`src/rtl/keypad_emulator.sv`:
```
// Keypad contact emulator: presents one closed key to a row/column matrix scanner
// with optional make/break bounce, a timed hold and a released-contact gap.
module keypad_emulator #(
   parameter int TICK_DIV       = 100,
   parameter int GAP_CYCLES     = 100000,
   parameter int BOUNCE_PERIOD  = 50,
   parameter int BOUNCE_TOGGLES = 0
) (
   input  logic        clk,
   input  logic        rst,
   input  logic        req_valid,
   output logic        req_ready,
   input  logic [3:0]  req_key,
   input  logic [15:0] req_hold,
   input  logic        abort,
   input  logic [3:0]  keypad_col,
   output logic [3:0]  keypad_row,
   output logic        pressed,
   output logic        busy,
   output logic        done
);

   localparam int CNT_MAX = (GAP_CYCLES > BOUNCE_PERIOD) ? GAP_CYCLES : BOUNCE_PERIOD;
   localparam int CNT_W   = $clog2(CNT_MAX + 1);
   localparam int TICK_W  = $clog2(TICK_DIV + 1);
   localparam int PH_LAST = (BOUNCE_TOGGLES > 0) ? 2 * BOUNCE_TOGGLES - 1 : 0;
   localparam int PH_W    = $clog2(PH_LAST + 2);

   localparam logic [CNT_W-1:0]  GAP_LOAD  = CNT_W'(GAP_CYCLES - 1);
   localparam logic [CNT_W-1:0]  BP_LOAD   = CNT_W'(BOUNCE_PERIOD - 1);
   localparam logic [TICK_W-1:0] TICK_LOAD = TICK_W'(TICK_DIV - 1);
   localparam logic [PH_W-1:0]   PH_END    = PH_W'(PH_LAST);

   typedef enum logic [2:0] {IDLE, BOUNCE_IN, HOLD, BOUNCE_OUT, GAP} state_t;

   state_t             state;
   logic               contact;
   logic [3:0]         key_q;
   logic [15:0]        hold_q;
   logic [15:0]        hold_cnt;
   logic [TICK_W-1:0]  tick_cnt;
   logic [CNT_W-1:0]   cnt;
   logic [PH_W-1:0]    ph;

   // Hold counts remaining ticks minus one; a zero request behaves as one tick.
   function automatic logic [15:0] hold_load(input logic [15:0] h);
      return (h == 16'd0) ? 16'd0 : h - 16'd1;
   endfunction

   always_ff @(posedge clk) begin
      if (rst && state == IDLE && req_valid) begin
         key_q  <= req_key;
         hold_q <= hold_load(req_hold);
      end
   end

   always_ff @(posedge clk or negedge rst) begin
      if (!rst) begin
         state    <= IDLE;
         contact  <= 1'b0;
         busy     <= 1'b0;
         done     <= 1'b0;
         cnt      <= '0;
         tick_cnt <= '0;
         hold_cnt <= '0;
         ph       <= '0;
      end else begin
         done <= 1'b0;
         case (state)
            IDLE: begin
               if (req_valid) begin
                  busy    <= 1'b1;
                  contact <= 1'b1;
                  ph      <= '0;
                  if (BOUNCE_TOGGLES > 0) begin
                     state <= BOUNCE_IN;
                     cnt   <= BP_LOAD;
                  end else begin
                     state    <= HOLD;
                     tick_cnt <= TICK_LOAD;
                     hold_cnt <= hold_load(req_hold);
                  end
               end
            end
            BOUNCE_IN: begin
               if (abort) begin
                  state   <= GAP;
                  contact <= 1'b0;
                  cnt     <= GAP_LOAD;
               end else if (cnt == '0) begin
                  if (ph == PH_END) begin
                     state    <= HOLD;
                     contact  <= 1'b1;
                     tick_cnt <= TICK_LOAD;
                     hold_cnt <= hold_q;
                  end else begin
                     ph      <= ph + 1'b1;
                     contact <= ~contact;
                     cnt     <= BP_LOAD;
                  end
               end else begin
                  cnt <= cnt - 1'b1;
               end
            end
            HOLD: begin
               if (abort) begin
                  state   <= GAP;
                  contact <= 1'b0;
                  cnt     <= GAP_LOAD;
               end else if (tick_cnt == '0) begin
                  if (hold_cnt == 16'd0) begin
                     contact <= 1'b0;
                     ph      <= '0;
                     if (BOUNCE_TOGGLES > 0) begin
                        state <= BOUNCE_OUT;
                        cnt   <= BP_LOAD;
                     end else begin
                        state <= GAP;
                        cnt   <= GAP_LOAD;
                     end
                  end else begin
                     hold_cnt <= hold_cnt - 16'd1;
                     tick_cnt <= TICK_LOAD;
                  end
               end else begin
                  tick_cnt <= tick_cnt - 1'b1;
               end
            end
            BOUNCE_OUT: begin
               if (abort || (cnt == '0 && ph == PH_END)) begin
                  state   <= GAP;
                  contact <= 1'b0;
                  cnt     <= GAP_LOAD;
               end else if (cnt == '0) begin
                  ph      <= ph + 1'b1;
                  contact <= ~contact;
                  cnt     <= BP_LOAD;
               end else begin
                  cnt <= cnt - 1'b1;
               end
            end
            GAP: begin
               if (cnt == '0) begin
                  state <= IDLE;
                  busy  <= 1'b0;
                  done  <= 1'b1;
               end else begin
                  cnt <= cnt - 1'b1;
               end
            end
            default: begin
               state   <= IDLE;
               busy    <= 1'b0;
               contact <= 1'b0;
            end
         endcase
      end
   end

   assign req_ready = rst && (state == IDLE);
   assign pressed   = contact;

   // Row sense follows the scanner's column drive with no clock delay.
   always_comb begin
      keypad_row = 4'b1111;
      if (contact && !keypad_col[key_q[3:2]])
         keypad_row[key_q[1:0]] = 1'b0;
   end

endmodule

```
`config.mk`:
```
export PLATFORM = sky130hd
export DESIGN_NAME = keypad_emulator
export DESIGN_NICKNAME = d
export VERILOG_FILES = /design/src/rtl/keypad_emulator.sv
export SDC_FILE = /design/constraint.sdc
export NUM_CORES = 1
export LEC_CHECK = 0
export ABC_AREA = 1
export BUFFER_PORTS_ARGS = -buffer_cell sky130_fd_sc_hd__buf_2
export CORE_MARGIN = 3
export CORE_UTILIZATION = 65
export DETAILED_ROUTE_END_ITERATION = 10
export PLACE_DENSITY = 0.87
export SYNTH_ARGS = -nofsm -noshare
export SYNTH_HDL_FRONTEND = slang
export SYNTH_SLANG_ARGS = --single-unit
```
`constraint.sdc`:
```
create_clock -name clk -period 5.1 [get_ports clk]
set_clock_uncertainty 0.1 [all_clocks]
set_input_delay 0.255 -clock clk [delete_from_list [all_inputs] [get_ports clk]]
set_output_delay 0.255 -clock clk [all_outputs]
set_load 0.1 [all_outputs]
```
# Yosys cells after proc, flatten, opt, wreduce, memory -nomap -nowiden
# Cells that the tools add are included.
dict set report word_totals {
  in_bits 28
  elab_cells 134
  register_bits 67
  out_inout_bits 8
}
dict set report op_classes {
  n_bitwise 5
  add_sub_neg 5
  muxes 64
  n_reduce_logical 23
  eq_ne 24
  magnitude_cmp 3
}
# operator count
set ops {}
lappend ops {{$mux 17} 9}
lappend ops {{$mux 16} 8}
lappend ops {{$pmux 17 s4} 1}
lappend ops {{$mux 7} 7}
lappend ops {{$pmux 16 s3} 1}
lappend ops {{$logic_not 16->1} 2}
lappend ops {{$sub 16x1->16 const B} 2}
lappend ops {{$mux 3} 9}
lappend ops {{$ne 2x2->1 const B} 13}
lappend ops {{$mux 1} 21}
lappend ops {{$pmux 7 s3} 1}
lappend ops {{$ne 3x3->1 const B} 6}
lappend ops {{$logic_not 17->1} 1}
lappend ops {{$sub 17x1->17 const B} 1}
lappend ops {{$pmux 3 s5} 1}
lappend ops {{$reduce_and 7->1} 2}
lappend ops {{$reduce_and 9->1} 1}
lappend ops {{$reduce_and 8->1} 1}
lappend ops {{$reduce_bool 4->1} 2}
lappend ops {{$logic_not 7->1} 1}
lappend ops {{$sub 7x1->7 const B} 1}
lappend ops {{$eq 3x2->1 const B} 2}
lappend ops {{$lt 2x3->1 const B} 2}
lappend ops {{$reduce_and 6->1} 1}
lappend ops {{21 further kinds} 28}

# Longest topological paths before layout
# Gate-level depths: netlist of the first run.
dict set report depth {
  depth_word 6
  mapped_depth 12
  mapped_depth_nobuf 11
}

# Worst setup path before layout of the first run
# OpenSTA, ideal clock, no wires.
dict set report synth_timing {
  path_kind {register to output}
  from {register contact (netlist: pressed)}
  to {output port keypad_row[0]}
  t_required_ns 4.745
  path_stages_with_launch 6
  path_slack_ns 2.838
  n_path_buf 0
  arrival_time_ns 1.907
  path_cell_list {dfrtp_1 > inv_1 > a21oi_1 > o31ai_1 > nor2_1 > nand2_1}
}
dict set report synth_via {
  elab_chain_len 2
}
# item line_no
set synth_rtl {}
lappend synth_rtl {{from (decl)} 37} ;# logic contact;
lappend synth_rtl {{from (signal assigned)} 98} ;# contact <= ~contact;
lappend synth_rtl {{from (signal assigned)} 136} ;# contact <= ~contact;
lappend synth_rtl {{$logic_and 1x1->1} 166} ;# if (contact && !keypad_col[key_q[3:2]])
lappend synth_rtl {{$mux 4} 166}
lappend synth_rtl {{to (decl)} 17} ;# output logic [3:0] keypad_row,
# Every way passes these cells.

# Worst setup path after layout of the first run
dict set report layout_timing {
  from {register state[2]}
  to {register cnt[10]}
}
dict set report layout_via {
  elab_chain_len 3
  elab_cells_between_ends 11
  cone_classes {8 x eq/ne; 1 x mux; 2 x reduce/logical}
}
# item line_no
set layout_rtl {}
lappend layout_rtl {{from (decl)} 36} ;# state_t state;
lappend layout_rtl {{from (signal assigned)} 59} ;# state <= IDLE;
lappend layout_rtl {{from (signal assigned)} 76} ;# state <= BOUNCE_IN;
lappend layout_rtl {{from (signal assigned)} 79} ;# state <= HOLD;
lappend layout_rtl {{$eq 3x1->1 (tied with other cells)} 69} ;# case (state)
lappend layout_rtl {{$ne 4x4->1 (no source line) (tied with other cells)} -}
lappend layout_rtl {{$reduce_and 5->1 (no source line)} -}
lappend layout_rtl {{to (signal assigned)} 102} ;# cnt <= cnt - 1'b1;
lappend layout_rtl {{to (signal assigned)} 139} ;# cnt <= cnt - 1'b1;
lappend layout_rtl {{to (signal assigned)} 148} ;# cnt <= cnt - 1'b1;
lappend layout_rtl {{to (decl)} 42} ;# logic [CNT_W-1:0] cnt;
# Parallel ways exist; a longest one is shown, timed or not.
# A chain may end at the register's enable or synchronous reset.

==> results of run 1 <==
power by group:
group | internal (mW) | leakage [nW] | switching, mW
Sequential | 0.547 | 0.599 | 0.147
Clock | 0.0975 | 0.0385 | 0.133
Combinational | 0.441 | 1.48 | 1.03
cell usage in the layout (no fill, tap or decap), types with 3 or more instances in the layout:
cell type,count
clkbuf_8,5
nand2_2,6
buf_2,35
nand2_1,203
nor2_1,84
dfrtp_1,45
nand4_1,4
xnor2_1,8
nand3_2,6
o21ai_2,5
edfxtp_1,4
o21ai_0,31
inv_1,60
nor2_4,3
nand3_1,39
xor2_1,19
a21oi_1,8
nor2_2,5
ha_1,9
cell families (layout without fill, tap and decap cells):
group | count (synthesis) | after routing | synth area share (%)
flip-flops | 49 | 49 | 33.1
adder cells (fa/ha/maj) | 9 | 9 | 2.99
XOR/XNOR | 27 | 27 | 6.28
AO/OA/AOI/OAI | 52 | 52 | 7.87
AND/OR/NAND/NOR | 359 | 359 | 41.1
buffers and inverters | 72 | 105 | 8.67
worst max-delay path, stage by stage, from the launching register on:
cell     delay, ps
dfrtp_1        390
inv_1          100
ha_1           700
inv_1          430
nand2_1        300
nand2_4         70
nor2_4         430
nand3_1        150
nand2_1         90
inv_1           40
per-layer routing:
metal,global-route usage (%),part of all wire [%],vias up
met5,0,0,-
met4,7.97,1.7,0
met3,3.58,4.1,16
met2,51.5,51,106
met1,31.2,43,1659
li1,-,-,1842
layout make-up:
type	instances	area, µm²	share of cell area, %
clock buffers	7	76.3	1.90
clock inverters	1	7.51	0.187
inverters	62	235	5.85
multi-input cells	447	2190	54.5
flip-flops and latches	49	1250	31.0
well taps	72	90.1	2.24
repair buffers	35	175	4.35
final timing paths:
kind	slack, ps	from	cells past startpoint	to
worst min-delay path	30	req_key[1]	1	key_q[1]
min in group asynchronous	40	rst	1	cnt[2]
worst max register to register	2190	state[2]	9	cnt[10]
worst min register to register	410	cnt[16]	2	cnt[16]
worst max-delay path	2190	state[2]	9	cnt[10]
max in group asynchronous	4220	rst	1	hold_cnt[10]
registers in the layout, summed over array words and instances (netlist names):
signal	cells
hold_cnt	16
tick_cnt	7
busy	1
key_q	4
cnt	17
state	2
done	1
pressed	1
metrics by stage:
stage / cell area, µm² / total power, mW
finish: 4020 / 2.39
global route: 4020 / 2.63
CTS: 4020 / 2.38
detailed placement: 3940 / 2.15
global placement: 3940 / 2.08
floorplan: 3770 / 1.91
==> results.md, run 1 <==
- Number of global-route vias before repair: 3445
- Drt wl/cell: between 10 and 15 µm
- Top-count cell post-synth: nand2_1
- Netlist cell types: 38
- Vias: 3623
- Setup WS post-layout: around 2200 ps
- CORE AREA: between 5000 and 6000 µm²
- Die outline height: just over 80 µm
- Max-slew headroom: a little under a third
- Max-slew violations: 0
- Hold slack: 32.0 ps
- PwrDens: just under 600 nW/µm²
- Worst-margin pin slew: between 1000 and 1500 ps
- Antenna diodes: 0
- Fmax: ~340 MHz
- Synth area leader: dfrtp_1
- Crit share post-route: between 50% and 60%
- Area added between synthesis and finish: 6.84%
- First-pass GRT wire length: between 10 and 15 mm
- Row cnt: 27
- Fin util: just over 70%
- Gr ovfl total: 0
- Largest cells by area after synthesis: dfrtp_1 30%, nand2_1 20%, nor2_1 8.4%
- Overall Global Routing Usage: a little over a quarter
- Dpl cells: between 600 and 700
- Largest net degree at the start of global routing: 47
- Cts repair resizes: 0
- Commonest cells post-synth: 203 x nand2_1, 84 x nor2_1, 60 x inv_1, 45 x dfrtp_1, 39 x nand3_1
- Max-cap violations: 0
- Syn Std Cell Area: roughly 3800 µm²
- Seq/Total Area, Yosys: roughly 33%
- CTS Buffer Depth: 2
- RSZ-0062 raised after global routing: false
- Post-layout minimum cycle time: between 2000 and 3000 ps
- Clk pin slew, worst setup/hold paths: approximately 80 ps
- Avg Inst Size Synth: about 6.6 µm²
- Top_reg_cell synth: dfrtp_1
- Syn Inst Count: 568
- Place WS: ~2200 ps
- Hpwl dp: about 6.3 mm
- Initial Util: between 60 and 70%
- Final RePlAce weighted congestion: between 0.8 and 0.9
- Yosys top cell area share: 29.9%
- Post-route insts no fill: between 600 and 700
- Post-route DRC: 0
- Critical Path Sink Type: flip-flop
- Worst Path Arrival: roughly 3000 ps
- Number of fill cells in the layout: 460
- Num CTS Buffers: 5
- Root Driver: clkbuf_8
- Post-synthesis register bit count: 49
- Max VDD drop: around 0.41 mV
- H-tree depth: 2
- Ys Warns: 0
- Post CTS Setup Buffer Count: 0
- Post-Route WL: 8.34 mm
- 1st-iter DRT viols: between 300 and 400
- Status: finished, final reports clean
- Syn nets: between 600 and 700
- Initial antenna violation count: 0
- FFs w/ async S/R, synth: roughly nine tenths
- Worst setup SP type: flip-flop
- Critical path required time: 5190 ps
- Worst Hold Class: primary input to flip-flop
- TritonCTS Sinks: 49
- Boundary Pins: 36
- CTS tree: yes
- # port buffers: 35
- Worst-path fanout max: 23
- Die area: 6740 µm²
- Skew-Pair Late Insertion Delay: around 300 ps
- Hold_buf cts: 0
- Final Net Count: around 640
- Number of synthesized flops with an enable pin: 4
- Final setup viols: 0
- Leak Pwr: about 2.1 nW
- Fraction of layout cells with a size suffix above 1: between 10% and 20%
- Hold Fails Final Rpt: 0
- TNS Setup: 0 ps
- Vias per cell: 5.38
- Horiz. Die Dim: just over 80 µm
- WS Path Type: flip-flop to flip-flop
- DRT antenna net count: 0
- Iteration count of the initial detailed-routing pass: 5
(Power assumes the default switching activity.)
==> inputs of run 2 (changes only) <==
--- a/config.mk
+++ b/config.mk
@@ -8,9 +8,9 @@
 export ABC_AREA = 1
 export BUFFER_PORTS_ARGS = -buffer_cell sky130_fd_sc_hd__buf_2
 export CORE_MARGIN = 3
-export CORE_UTILIZATION = 65
+export CORE_UTILIZATION = 60
 export DETAILED_ROUTE_END_ITERATION = 10
-export PLACE_DENSITY = 0.87
+export PLACE_DENSITY = 0.82
 export SYNTH_ARGS = -nofsm -noshare
 export SYNTH_HDL_FRONTEND = slang
 export SYNTH_SLANG_ARGS = --single-unit
==> constraint.sdc (replaced) <==
create_clock -name clk -period 3 [get_ports clk]
set_clock_uncertainty 0.1 [all_clocks]
set_input_delay 0.15 -clock clk [delete_from_list [all_inputs] [get_ports clk]]
set_output_delay 0.15 -clock clk [all_outputs]
set_load 0.1 [all_outputs]
==> results.md, run 2 (synthesis results as in run 1) <==
- Max VDD drop: between 0.5 and 0.6 mV
- Worst Path Arrival: roughly 2400 ps
- Design Area, Final: between 4000 and 5000 µm²
- TritonCTS Sinks: between 40 and 50
- Critical Path Sink Type: flip-flop
- WL met1: roughly 3.6 mm
- Commonest non-fill, non-tap cell in the layout: nand2_1
- Highest routed layer: met4
- Crit share post-route: about three quarters
- Footprint of the multi-input gates: 2190 µm²
- 1st-iter DRT viols: around 160
- Hpwl dp: 6.27 mm
- Worst R2R Start: state[2]
- Number of global-route vias before repair: ~3600
- DRT antenna net count: 0
- H-tree depth: 2
- # port buffers: 35
- Dpl cells: approximately 670
- Worst setup SP type: flip-flop
- Initial antenna violation count: 0
- Post-route DRC: 0
- Fraction of layout cells with a size suffix above 1: between 10% and 20%
- Antenna diodes: 0
- Met3 WL: approximately 350 µm
- Largest net degree at the start of global routing: 46
- Final RePlAce weighted congestion: between 0.8 and 0.9
- Die outline height: between 80 and 90 µm
- Hold Startpoint: req_hold[0]
- Met2 wire len: 4.31 mm
- CORE AREA: around 6000 µm²
- Worst-path fanout max: 22
- RSZ-0062 raised after global routing: false
- Worst Hold Class: primary input to flip-flop
- Number of fill cells in the layout: around 530
- Hold EP: hold_cnt[0]
- Root Driver: clkbuf_8
- Initial Util: 62.9%
- R2r endpoint: cnt[9]
- Status: finished, final reports clean
- TNS Setup: 0 ps
- Clk pin slew, worst setup/hold paths: roughly 100 ps
- Top Registers: cnt (17), hold_cnt (16), tick_cnt (7)
- Gr ovfl total: 0
- Area added between synthesis and finish: 9.57%
- Boundary Pins: 36
- Vias per cell: 5.31
- Overall Global Routing Usage: 24.8%
- WS Path Type: flip-flop to flip-flop
- Critical path required time: 3120 ps
- Cell count of the worst reg-to-reg path: 9
- Worst-margin pin slew: between 500 and 600 ps
- Final Net Count: 645
- Fmax: about 440 MHz
- CTS Buffer Depth: 2
- Post-route insts no fill: between 600 and 700
- Num CTS Buffers: 5
- Max-cap violations: 0
- PwrDens: between 1000 and 1500 nW/µm²
- Iteration count of the initial detailed-routing pass: 4
- Hold path cells: 4
- Max reg flops: 17
- First-pass GRT wire length: around 15 mm
- Biggest register: cnt
- Vias: between 3000 and 4000
- Drt wl/cell: about 12 µm
- FF+latch area: between 1000 and 1500 µm²
- Post-layout minimum cycle time: ~2200 ps
- Row cnt: 28
- Worst reg-to-reg setup slack: approximately 750 ps
- Most frequent cells in the layout: 203 x nand2_1, 84 x nor2_1, 60 x inv_1
- Leak Pwr: between 2 and 2.5 nW
- Post-Route WL: 8.42 mm
- Area after DPL: between 3000 and 4000 µm²
- CTS tree: yes
- Skew-Pair Late Insertion Delay: ~310 ps
- Fin util: 68.9%
- Hold slack: 69.8 ps
- Die area: about 7300 µm²
- Hold Fails Final Rpt: 0
- Max-slew violations: 0
- Max-slew headroom: around three fifths
- Horiz. Die Dim: 85.2 µm
- Final setup viols: 0
-- run 2: cell count changes in the layout (fill, tap and decap cells not counted) --
cell | before | now
bufinv_16 | 0 | 1
clkbuf_1 | 2 | 0
buf_4 | 0 | 3
dlygate4sd3_1 | 0 | 5
clkinv_1 | 0 | 1
-- run 2: worst max path at each step --
stage / start / to / slack (ps) / depth (start not counted)
after floorplan: pressed / keypad_row[0] / 840 / 5
after global placement: tick_cnt[0] / cnt[9] / 870 / 11
after detailed placement: state[2] / cnt[9] / 790 / 9
after CTS: state[2] / cnt[9] / 780 / 9
after global routing: state[2] / cnt[9] / 560 / 9
final: state[2] / cnt[9] / 750 / 9
-- run 2: final cells by class --
| type | instances | area share, % |
|---|---|---|
| clock buffers | 5 | 1.67 |
| clock inverters | 3 | 1.00 |
| inverters | 62 | 5.70 |
| multi-input cells | 447 | 53.2 |
| flip-flops and latches | 49 | 30.2 |
| well taps | 75 | 2.27 |
| repair buffers | 43 | 6.00 |
-- run 2: power breakdown --
group          internal [mW]  switching, mW  leakage [nW]
clock network          0.246          0.224        0.0518
logic                  0.770           1.75          1.52
registers              0.929          0.242         0.599
total                   1.95           2.21          2.17
-- run 2: metal layers --
metal  vias up  global-route usage (%)
met4         0                    8.49
met2        97                    45.6
li1       1853                       -
met3        15                    3.30
met1      1665                    29.5
met5         -                       0
-- run 2: critical path, stage by stage, from the launching register on --
cell and delay (ps):
dfrtp_1 410, inv_1 100, ha_1 460, inv_1 120, nand2_1 190, nand2_4 70, nor2_4 430, nand3_1 150
nand2_1 100, inv_1 40
-- run 2: through the flow --
step	power, mW	setup slack [ps]
finish	4.16	751
global route	4.57	565
CTS	4.14	778
detailed placement	3.65	794
global placement	3.57	869
floorplan	3.25	843
-- run 2: repair_timing --
item / in CTS / in global routing
gates resized for setup: 0 / 0
hold buffers: 5 / 0
buffers inserted: 0 / 0
hold endpoints to repair: 49 / 0
